==> src/rtl/hazard_ctrl_unit_if.sv <==
`default_nettype none
// ============================================================================
// hazard_ctrl_unit_if : pipeline <-> hazard unit signal bundle
// Rev 1.0 : initial release
// ============================================================================
interface hazard_ctrl_unit_if #(
  parameter int REG_ADDR_W = 5
);
  logic [REG_ADDR_W-1:0] Rs1D, Rs2D, Rs1E, Rs2E, RdE, RdM, RdW;
  logic [1:0]            ResultSrcE;
  logic                  RegWriteM, RegWriteW, MemAccessM, PCSrcE;
  logic                  StallF, StallD, StallE, StallM;
  logic                  FlushD, FlushE, FlushW;
  logic [1:0]            ForwardAE, ForwardBE;

  modport master (
    output Rs1D, Rs2D, Rs1E, Rs2E, RdE, RdM, RdW, ResultSrcE,
    output RegWriteM, RegWriteW, MemAccessM, PCSrcE,
    input  StallF, StallD, StallE, StallM, FlushD, FlushE, FlushW,
    input  ForwardAE, ForwardBE
  );

  modport slave (
    input  Rs1D, Rs2D, Rs1E, Rs2E, RdE, RdM, RdW, ResultSrcE,
    input  RegWriteM, RegWriteW, MemAccessM, PCSrcE,
    output StallF, StallD, StallE, StallM, FlushD, FlushE, FlushW,
    output ForwardAE, ForwardBE
  );
endinterface
`default_nettype wire

==> src/rtl/hazard_ctrl_unit.sv <==
`default_nettype none
// ============================================================================
// hazard_ctrl_unit : forwarding, load-use stall, redirect flush and
//                    data-memory wait-state freeze for the 5-stage core.
// Optional macro HAZARD_PERF_EN : saturating lw/mem-stall/flush counters.
// Rev 1.0 : initial release
// ============================================================================
module hazard_ctrl_unit #(
  parameter int REG_ADDR_W  = 5,
  parameter int WAIT_STATES = 0,
  parameter int PERF_W      = 32
) (
  input  logic              clk,
  input  logic              reset,
  hazard_ctrl_unit_if.slave hz
`ifdef HAZARD_PERF_EN
  ,
  input  logic              perf_clear,
  output logic [PERF_W-1:0] perf_lw_stalls,
  output logic [PERF_W-1:0] perf_mem_stalls,
  output logic [PERF_W-1:0] perf_flushes
`endif
);

  localparam logic [0:0] S_IDLE = 1'b0;
  localparam logic [0:0] S_WAIT = 1'b1;

  localparam logic [REG_ADDR_W-1:0] c_X0      = '0;
  localparam logic [3:0]            c_WS_M1   = 4'(WAIT_STATES - 1);
  localparam bit                    c_HAS_WS  = (WAIT_STATES != 0);

  if (WAIT_STATES < 0 || WAIT_STATES > 15 || PERF_W < 1) begin : g_param_chk
    $error("hazard_ctrl_unit: WAIT_STATES must be 0..15 and PERF_W >= 1");
  end

  logic [0:0] state_q, state_d;
  logic [3:0] cnt_q, cnt_d;
  logic       mem_stall, lw_stall, lw_eff;

  function automatic logic [1:0] fwd_sel(
    input logic [REG_ADDR_W-1:0] rs, rdm, rdw,
    input logic                  wm, ww
  );
    if (wm && rdm == rs && rs != c_X0)      return 2'b10;
    else if (ww && rdw == rs && rs != c_X0) return 2'b01;
    else                                    return 2'b00;
  endfunction

  assign lw_stall = (hz.ResultSrcE == 2'b01) && (hz.RdE != c_X0) &&
                    ((hz.RdE == hz.Rs1D) || (hz.RdE == hz.Rs2D));
  assign lw_eff   = lw_stall && !hz.PCSrcE;

  // The counter is loaded with WAIT_STATES-1 on entry, so the entry cycle
  // plus cnt down to 1 gives exactly WAIT_STATES stall cycles per access.
  always_comb begin
    state_d   = state_q;
    cnt_d     = cnt_q;
    mem_stall = 1'b0;
    case (state_q)
      S_IDLE: begin
        if (hz.MemAccessM && c_HAS_WS) begin
          mem_stall = 1'b1;
          cnt_d     = c_WS_M1;
          state_d   = S_WAIT;
        end
      end
      S_WAIT: begin
        if (hz.MemAccessM && cnt_q != 4'd0) begin
          mem_stall = 1'b1;
          cnt_d     = cnt_q - 4'd1;
        end else begin
          state_d   = S_IDLE;
        end
      end
      default: state_d = S_IDLE;
    endcase
  end

  always_ff @(posedge clk or negedge reset) begin
    if (!reset) begin
      state_q <= S_IDLE;
      cnt_q   <= 4'd0;
    end else begin
      state_q <= state_d;
      cnt_q   <= cnt_d;
    end
  end

  always_comb begin
    hz.StallF    = 1'b0;
    hz.StallD    = 1'b0;
    hz.StallE    = 1'b0;
    hz.StallM    = 1'b0;
    hz.FlushD    = 1'b0;
    hz.FlushE    = 1'b0;
    hz.FlushW    = 1'b0;
    hz.ForwardAE = 2'b00;
    hz.ForwardBE = 2'b00;
    if (reset) begin
      hz.ForwardAE = fwd_sel(hz.Rs1E, hz.RdM, hz.RdW, hz.RegWriteM, hz.RegWriteW);
      hz.ForwardBE = fwd_sel(hz.Rs2E, hz.RdM, hz.RdW, hz.RegWriteM, hz.RegWriteW);
      // A memory freeze holds Execute intact, so redirects and load-use are
      // simply re-evaluated once the access releases.
      if (mem_stall) begin
        hz.StallF = 1'b1;
        hz.StallD = 1'b1;
        hz.StallE = 1'b1;
        hz.StallM = 1'b1;
        hz.FlushW = 1'b1;
      end else begin
        hz.StallF = lw_eff;
        hz.StallD = lw_eff;
        hz.FlushE = lw_eff | hz.PCSrcE;
        hz.FlushD = hz.PCSrcE;
      end
    end
  end

`ifdef HAZARD_PERF_EN
  logic [PERF_W-1:0] lw_cnt_q, mem_cnt_q, fl_cnt_q;

  function automatic logic [PERF_W-1:0] sat_inc(input logic [PERF_W-1:0] v, input logic en);
    return (en && v != '1) ? v + {{(PERF_W-1){1'b0}}, 1'b1} : v;
  endfunction

  always_ff @(posedge clk or negedge reset) begin
    if (!reset) begin
      lw_cnt_q  <= '0;
      mem_cnt_q <= '0;
      fl_cnt_q  <= '0;
    end else if (perf_clear) begin
      lw_cnt_q  <= '0;
      mem_cnt_q <= '0;
      fl_cnt_q  <= '0;
    end else begin
      lw_cnt_q  <= sat_inc(lw_cnt_q, lw_eff);
      mem_cnt_q <= sat_inc(mem_cnt_q, mem_stall);
      fl_cnt_q  <= sat_inc(fl_cnt_q, hz.PCSrcE && !mem_stall);
    end
  end

  assign perf_lw_stalls  = lw_cnt_q;
  assign perf_mem_stalls = mem_cnt_q;
  assign perf_flushes    = fl_cnt_q;
`endif

endmodule
`default_nettype wire

==> src/flat_wrapper.sv <==
// flat-port wrapper written by rule: the top's interface ports become plain ports
module hazard_ctrl_unit_flat 
#(
  parameter int REG_ADDR_W  = 5,
  parameter int WAIT_STATES = 0,
  parameter int PERF_W      = 32
)
  (clk, reset, hz_Rs1D, hz_Rs2D, hz_Rs1E, hz_Rs2E, hz_RdE, hz_RdM, hz_RdW, hz_ResultSrcE, hz_RegWriteM, hz_RegWriteW, hz_MemAccessM, hz_PCSrcE, hz_StallF, hz_StallD, hz_StallE, hz_StallM, hz_FlushD, hz_FlushE, hz_FlushW, hz_ForwardAE, hz_ForwardBE);
  hazard_ctrl_unit_if #(.REG_ADDR_W(REG_ADDR_W)) hz_i ();
  input  logic clk;
  input  logic reset;
  input wire logic [$bits(hz_i.Rs1D)-1:0] hz_Rs1D;
  input wire logic [$bits(hz_i.Rs2D)-1:0] hz_Rs2D;
  input wire logic [$bits(hz_i.Rs1E)-1:0] hz_Rs1E;
  input wire logic [$bits(hz_i.Rs2E)-1:0] hz_Rs2E;
  input wire logic [$bits(hz_i.RdE)-1:0] hz_RdE;
  input wire logic [$bits(hz_i.RdM)-1:0] hz_RdM;
  input wire logic [$bits(hz_i.RdW)-1:0] hz_RdW;
  input wire logic [$bits(hz_i.ResultSrcE)-1:0] hz_ResultSrcE;
  input wire logic [$bits(hz_i.RegWriteM)-1:0] hz_RegWriteM;
  input wire logic [$bits(hz_i.RegWriteW)-1:0] hz_RegWriteW;
  input wire logic [$bits(hz_i.MemAccessM)-1:0] hz_MemAccessM;
  input wire logic [$bits(hz_i.PCSrcE)-1:0] hz_PCSrcE;
  output wire logic [$bits(hz_i.StallF)-1:0] hz_StallF;
  output wire logic [$bits(hz_i.StallD)-1:0] hz_StallD;
  output wire logic [$bits(hz_i.StallE)-1:0] hz_StallE;
  output wire logic [$bits(hz_i.StallM)-1:0] hz_StallM;
  output wire logic [$bits(hz_i.FlushD)-1:0] hz_FlushD;
  output wire logic [$bits(hz_i.FlushE)-1:0] hz_FlushE;
  output wire logic [$bits(hz_i.FlushW)-1:0] hz_FlushW;
  output wire logic [$bits(hz_i.ForwardAE)-1:0] hz_ForwardAE;
  output wire logic [$bits(hz_i.ForwardBE)-1:0] hz_ForwardBE;
  assign hz_i.Rs1D = hz_Rs1D;
  assign hz_i.Rs2D = hz_Rs2D;
  assign hz_i.Rs1E = hz_Rs1E;
  assign hz_i.Rs2E = hz_Rs2E;
  assign hz_i.RdE = hz_RdE;
  assign hz_i.RdM = hz_RdM;
  assign hz_i.RdW = hz_RdW;
  assign hz_i.ResultSrcE = hz_ResultSrcE;
  assign hz_i.RegWriteM = hz_RegWriteM;
  assign hz_i.RegWriteW = hz_RegWriteW;
  assign hz_i.MemAccessM = hz_MemAccessM;
  assign hz_i.PCSrcE = hz_PCSrcE;
  assign hz_StallF = hz_i.StallF;
  assign hz_StallD = hz_i.StallD;
  assign hz_StallE = hz_i.StallE;
  assign hz_StallM = hz_i.StallM;
  assign hz_FlushD = hz_i.FlushD;
  assign hz_FlushE = hz_i.FlushE;
  assign hz_FlushW = hz_i.FlushW;
  assign hz_ForwardAE = hz_i.ForwardAE;
  assign hz_ForwardBE = hz_i.ForwardBE;
  hazard_ctrl_unit #(.REG_ADDR_W(REG_ADDR_W), .WAIT_STATES(WAIT_STATES), .PERF_W(PERF_W)) u_core (.clk(clk), .reset(reset), .hz(hz_i));
endmodule
==> config.mk <==
export PLATFORM = sky130hd
export DESIGN_NAME = hazard_ctrl_unit_flat
export DESIGN_NICKNAME = d
export VERILOG_FILES = /design/src/rtl/hazard_ctrl_unit_if.sv /design/src/rtl/hazard_ctrl_unit.sv /design/src/flat_wrapper.sv
export SDC_FILE = /design/constraint.sdc
export NUM_CORES = 1
export LEC_CHECK = 0
export ABC_AREA = 1
export BUFFER_PORTS_ARGS = -buffer_cell sky130_fd_sc_hd__buf_2
export CORE_MARGIN = 5
export CORE_UTILIZATION = 42
export DETAILED_ROUTE_END_ITERATION = 12
export HOLD_SLACK_MARGIN = 0.06
export PLACE_DENSITY = 0.83
export SLEW_MARGIN = 25
export SYNTH_ARGS = -nofsm -noshare
export SYNTH_HDL_FRONTEND = slang
export SYNTH_SLANG_ARGS = --single-unit
==> constraint.sdc <==
create_clock -name clk -period 1.7 [get_ports clk]
set_input_delay 0.34 -clock clk [delete_from_list [all_inputs] [get_ports clk]]
set_output_delay 0.34 -clock clk [all_outputs]
set_load 0.005 [all_outputs]
==> flow_summary.ini, run 1 <==
[run_status]
status = complete, no violations

[logic_synthesis]
yosysMostFrequentCell = nand2_1
synth.distinct_cells = 23
ys_top_cells_by_count = nand2_1 (42), inv_1 (29), nor2_1 (21), nand3_1 (8), xor2_1 (7)
async_reset_ff_share_pct = 100
synth_nets = 196
ys.flop_type = dfrtp_1
ys_warn_count = 0
syn-cell-area_sq_um = 833
synth_top_area_cell = nand2_1
avgSynthCellArea_sq_um = 5.48
synth-seq-cells = 5
synth_edf_count = 0
synth_cells = 152
yosysTopAreaCellShare_pct = 18.9
netlist_top_cells_area = nand2_1 (19%), dfrtp_1 (15%), inv_1 (13%)
ys_seq_area_share_pct = 15.0

[timing]
finalMaxSlewViolations = 0
hold_viol_final = 0
slew_headroom_pct = 83.1
period_share_pct = 99.8
hold_ws_ns = 0.511
max_freq_ghz = 0.590
period_needed_ns = 1.70
worst_pin_slew_ns = 0.253
finClkSkew_ns = 0.00297
finalWorstSetupSlack_ns = 0.00408
setup_viol = 0
rsz0062_at_grt = yes

[grt]
grt_pass1_vias = 945
gr-total-overflow = 0
grt_start_max_net_pins = 6
grt_usage_pct = 15.6
grt_pass1_wl_um = 3540
antenna_found_initial = 0

[drt]
drtAntennaViolNets = 0
first_iter_violations = 10
dr_wl_met2_um = 1080
wl_met3_um = 239
drc = 0
wl_per_cell_um = 9.26
vias = 1079
wl_um = 2240
avgViaCountPerCell = 4.46
firstDrtPassIters = 4
wl_met1_um = 892
top_layer = met4

[die]
core-area_sq_um = 1920
rows = 16
dieArea_sq_um = 2970
die_w_um = 54.5
start_util_pct = 43.4
die_h_um = 54.5
num_io_pins = 54

[power_and_ir_drop]
pwr_density_cell_nw_per_um2 = 351
ir_drop_v = 0.000231
leakage_nw = 0.766

[worst_setup_path]
r2r-end = u_core.cnt_q[3]
cp-end-kind = primary output
worstSetupStartpointType = register
r2r_slack_ns = 0.37
r2r_cells = 7
arrival_ns = 1.36
path_max_fanout = 3
required_ns = 1.36
crit_type = reg -> out
timing.rr.start = u_core.cnt_q[0]

[min_path]
hp-class = reg -> reg
holdPathEnd = u_core.cnt_q[1]
min_from = u_core.cnt_q[1]
whs_path_depth = 2

[finish]
drive_gt1_share_pct = 35.3
antennaDiodeCount = 0
nFillCells = 198
syn2layout_area_growth_pct = 48.2
final_core_util_pct = 64.3
fin_nets = 260

[place]
place_worst_setup_slack_ns = 0.0805
gp_congestion = 0.844
place.port_buffers = 53
hpwl_um = 1950

[clock_tree]
worstSkewPairLatency_ns = 0.24
cts_buffers = 3
htreeDepth = 1
cts-root-buf = clkbuf_4
cts_buffer_depth = 2
clk_pin_slew_ns = 0.04
clkSinkCount = 5
cts_tree = yes

[job]
maxCapViolCount = 0
-- final cells by class --
| class | instances | area (sq um) | share of cell area, % |
|---|---|---|---|
| multi-input cells | 110 | 587 | 47.5 |
| repair buffers | 62 | 335 | 27.2 |
| inverters | 34 | 128 | 10.3 |
| flip-flops and latches | 5 | 125 | 10.1 |
| well taps | 27 | 33.8 | 2.74 |
| clock buffers | 4 | 26.3 | 2.13 |
-- report_power, final --
group          internal, W  switching, W
combinational    0.0000850     0.0000981
sequential        0.000120             0
clock            0.0000883     0.0000426
-- how the worst max path moves through the flow --
stage	startpoint	to	cells past startpoint
after floorplan	u_core.cnt_q[0]	hz_StallF	7
after global placement	u_core.cnt_q[0]	hz_StallF	7
after detailed placement	u_core.cnt_q[0]	hz_StallF	7
after CTS	u_core.cnt_q[1]	hz_StallF	7
after global routing	u_core.cnt_q[1]	hz_StallD	7
final	u_core.cnt_q[0]	hz_StallF	7
-- sequential cells by signal (all words and copies together) (netlist names) --
| signal | flops |
|---|---|
| u_core.cnt_q | 4 |
| u_core.state_q | 1 |
-- cell usage in the layout (no fill, tap or decap), types with 3 or more instances in the layout --
| master | n |
|---|---|
| dfrtp_1 | 5 |
| o22ai_1 | 4 |
| a21oi_1 | 5 |
| buf_2 | 53 |
| nand3_1 | 8 |
| xor2_1 | 7 |
| nand2_1 | 42 |
| nor3_1 | 6 |
| clkbuf_4 | 3 |
| nor2_1 | 21 |
| inv_2 | 7 |
| xnor2_1 | 4 |
| inv_1 | 27 |
| nand4_1 | 3 |
| buf_4 | 8 |
-- per-layer routing --
layer / global-route usage (%) / vias up
met5: 0 / -
met4: 3.73 / 0
li1: - / 591
met3: 3.54 / 2
met2: 29.1 / 45
met1: 17.8 / 441
-- what timing repair did --
action | in CTS | in global routing
pin swaps | 3 | 3
cloned | 0 | 0
endpoints found under the setup margin | 7 | 7
hold buffers | 1 | 0
endpoints found under the hold margin | 5 | 0
gates resized for setup | 5 | 1
setup buffers | 4 | 2
-- worst max-delay path, stage by stage (launching register included) --
cell and delay (ns):
dfrtp_1 0.35, inv_2 0.06, ha_4 0.16, a31oi_4 0.16, inv_2 0.07, nor2_4 0.08, o21bai_4 0.12, buf_2 0.12
-- stage by stage --
stage | instances | total power [W] | cell area, sq um | TNS [ns]
2_1_floorplan | 152 | 0.000211 | 833 | 0
3_3_place_gp | 231 | 0.000299 | 1120 | 0
3_5_place_dp | 231 | 0.000301 | 1120 | 0
4_1_cts | 240 | 0.000441 | 1210 | -0.209
5_1_grt | 242 | 0.000472 | 1230 | -0.379
6_report | 242 | 0.000434 | 1230 | 0
-- cells by family (layout without fill, tap and decap cells) --
kind of cell / Yosys count / in the layout / synth area share (%)
flops: 5 / 5 / 15.0
simple gates: 84 / 84 / 42.3
fa+ha+maj: 1 / 1 / 1.50
xor+xnor: 11 / 11 / 11.6
compound gates: 14 / 14 / 11.6
buf+inv: 37 / 100 / 18.0
(Power assumes the default switching activity.)
==> run 2, diff against run 1 <==
--- a/config.mk
+++ b/config.mk
@@ -5,10 +5,9 @@
 export SDC_FILE = /design/constraint.sdc
 export NUM_CORES = 1
 export LEC_CHECK = 0
-export ABC_AREA = 1
 export BUFFER_PORTS_ARGS = -buffer_cell sky130_fd_sc_hd__buf_2
 export CORE_MARGIN = 5
-export CORE_UTILIZATION = 42
+export CORE_UTILIZATION = 40
 export DETAILED_ROUTE_END_ITERATION = 12
 export HOLD_SLACK_MARGIN = 0.06
 export PLACE_DENSITY = 0.83
==> flow_summary.ini, run 2 <==
[timing]
finClkSkew_ns = 0.00315
rsz0062_at_grt = yes
period_share_pct = 121
setup_viol = 12
max_freq_ghz = 0.488
finalWorstSetupSlack_ns = -0.350
worst_pin_slew_ns = 0.326
hold_viol_final = 0
slew_headroom_pct = 78.2
period_needed_ns = 2.05
finalMaxSlewViolations = 0

[drt]
drtAntennaViolNets = 0
vias = 925
firstDrtPassIters = 4
drc = 0
wl_per_cell_um = 16.1
first_iter_violations = 16
wl_um = 2960
avgViaCountPerCell = 5.03

[finish]
final_cells = 184
largest_reg_flops = 4
regArea_sq_um = 125
final_core_util_pct = 77.8
nFillCells = 124
multi_input_area_sq_um = 663
largest-register = u_core.cnt_q
drive_gt1_share_pct = 64.2
reg_top3 = u_core.cnt_q (4), u_core.state_q (1)
final_cell_mix = buf_2 (50), buf_4 (21), xor2_1 (15), xnor2_1 (15)
mostFrequentLayoutCell = buf_2
fin_nets = 204
syn2layout_area_growth_pct = 83.7
antennaDiodeCount = 0

[grt]
grt_usage_pct = 22.6
grt_pass1_vias = 1032
grt_pass1_wl_um = 4490
grt_start_max_net_pins = 10
gr-total-overflow = 0
grt_busiest_layer = met2
gr-usage-met3_pct = 5.13
antenna_found_initial = 0
grt_use_met1_pct = 20.8
use_met2_pct = 44.6

[clock_tree]
cts_tree = yes
clkSinkCount = 5
cts-root-buf = clkbuf_4
clk_pin_slew_ns = 0.05
htreeDepth = 1
cts_buffers = 3
cts_buffer_depth = 2
worstSkewPairLatency_ns = 0.26

[logic_synthesis]
synth_top_area_cell = xnor2_1
synth.distinct_cells = 24
synth_xor_area_share_pct = 39.6
synth-simple-area-share_pct = 27.7
synth-seq-cells = 5
synth_cells = 81
synth_edf_count = 0
ys.flop_type = dfrtp_1
ys_warn_count = 0
synth_top_family_by_area = XOR/XNOR gates
netlist_top_cells_area = xnor2_1 (22%), xor2_1 (18%), dfrtp_1 (17%)
async_reset_ff_share_pct = 100
yosysMostFrequentCell = xnor2_1
syn-cell-area_sq_um = 731
avgSynthCellArea_sq_um = 9.02
synth_compound_area_share_pct = 7.71
synth_nets = 125
ys_seq_area_share_pct = 17.1
synth_adder_area_share_pct = 1.71
ys_top_cells_by_count = xnor2_1 (18), xor2_1 (15), dfrtp_1 (5), inv_1 (5)
yosysTopAreaCellShare_pct = 21.6
synth_mux_area_share_pct = 0

[worst_setup_path]
r2r_cells = 10
r2r-end = u_core.cnt_q[2]
required_ns = 1.36
slowest_delay_ns = 0.41
path_max_fanout = 2
crit_type = reg -> out
timing.rr.start = u_core.cnt_q[0]
crit_start = u_core.cnt_q[0]
slowest_stage = dfrtp_1
r2r_slack_ns = -0.03
worstSetupStartpointType = register
arrival_ns = 1.71
cp-end-kind = primary output
path_cells = inv_2, ha_4, inv_2, o311ai_4, buf_4, nand3_4, o41ai_2, buf_2
endpoint = hz_FlushE
cpMostUsedCell = inv_2

[place]
gp_congestion = 0.870
hpwl_um = 2140
place_worst_setup_slack_ns = -0.197
place.port_buffers = 53
placedCellCount = 172

[run_status]
violations = setup timing
status = finished, violations left

[die]
start_util_pct = 42.3
dieArea_sq_um = 2780
num_io_pins = 54
core-area_sq_um = 1730
die_h_um = 52.7
die_w_um = 52.7
rows = 15

[job]
maxCapViolCount = 0

[min_path]
hp-class = in -> async

[power_and_ir_drop]
ir_drop_v = 0.000306
pwr_density_cell_nw_per_um2 = 363
leakage_nw = 0.664
## run 2: metrics by stage
stage	instance area [sq um]	power, W	TNS, ns	hold WS [ns]
2_1_floorplan	746	0.000200	-0.0232	0.0444
3_3_place_gp	1140	0.000302	-0.855	0.177
3_5_place_dp	1140	0.000311	-1.21	0.183
4_1_cts	1260	0.000460	-2.29	0.146
5_1_grt	1340	0.000508	-3.80	0.191
6_report	1340	0.000488	-2.93	0.173
## run 2: area by class of cell
class	instances	area share, %
Tap cell	25	2.33
Clock buffer	4	1.96
Timing Repair Buffer	77	35.3
Multi-Input combinational cell	67	49.4
Inverter	6	1.68
Sequential cell	5	9.32
## run 2: how the worst min path moves through the flow
stage,from,end,slack (ns),depth (start not counted)
3_5_place_dp,reset,u_core.cnt_q[3],0.18,1
4_1_cts,reset,u_core.cnt_q[1],0.15,2
3_3_place_gp,reset,u_core.cnt_q[3],0.18,1
5_1_grt,reset,u_core.cnt_q[1],0.19,2
6_report,reset,u_core.cnt_q[1],0.17,2
2_1_floorplan,reset,u_core.cnt_q[0],0.04,0
## run 2: repair_timing
item	4_1_cts	5_1_grt
resized for setup	11	10
endpoints found under the setup margin	11	12
pin swaps	4	5
buffers inserted	5	2
hold endpoints to repair	1	0
hold buffers	1	0
## run 2: cells by family (layout without fill, tap and decap cells)
family / count (synthesis) / after routing
adder cells (fa/ha/maj): 1 / 1
AO/OA/AOI/OAI: 5 / 5
flip-flops: 5 / 5
XOR/XNOR: 33 / 33
AND/OR/NAND/NOR: 28 / 28
buffers and inverters: 9 / 87
## run 2: per-layer routing
metal,wire [um],vias to the layer above
met2,1640,37
li1,-,439
met5,0,-
met1,1030,435
met4,136,0
met3,159,14
## run 2: worst max-delay path: cells and delay by family (launching register included)
kind	cells	cell delay (ns)
buffers and inverters	4	0.50
AO/OA/AOI/OAI	2	0.33
adder cells (fa/ha/maj)	1	0.13
AND/OR/NAND/NOR	1	0.08
flip-flops	1	0.41
## run 2: where the power goes
| part | internal (W) | switching, W |
|---|---|---|
| clock network | 0.0000895 | 0.0000607 |
| registers | 0.000119 | 0 |
| logic | 0.000114 | 0.000104 |
| total | 0.000323 | 0.000165 |
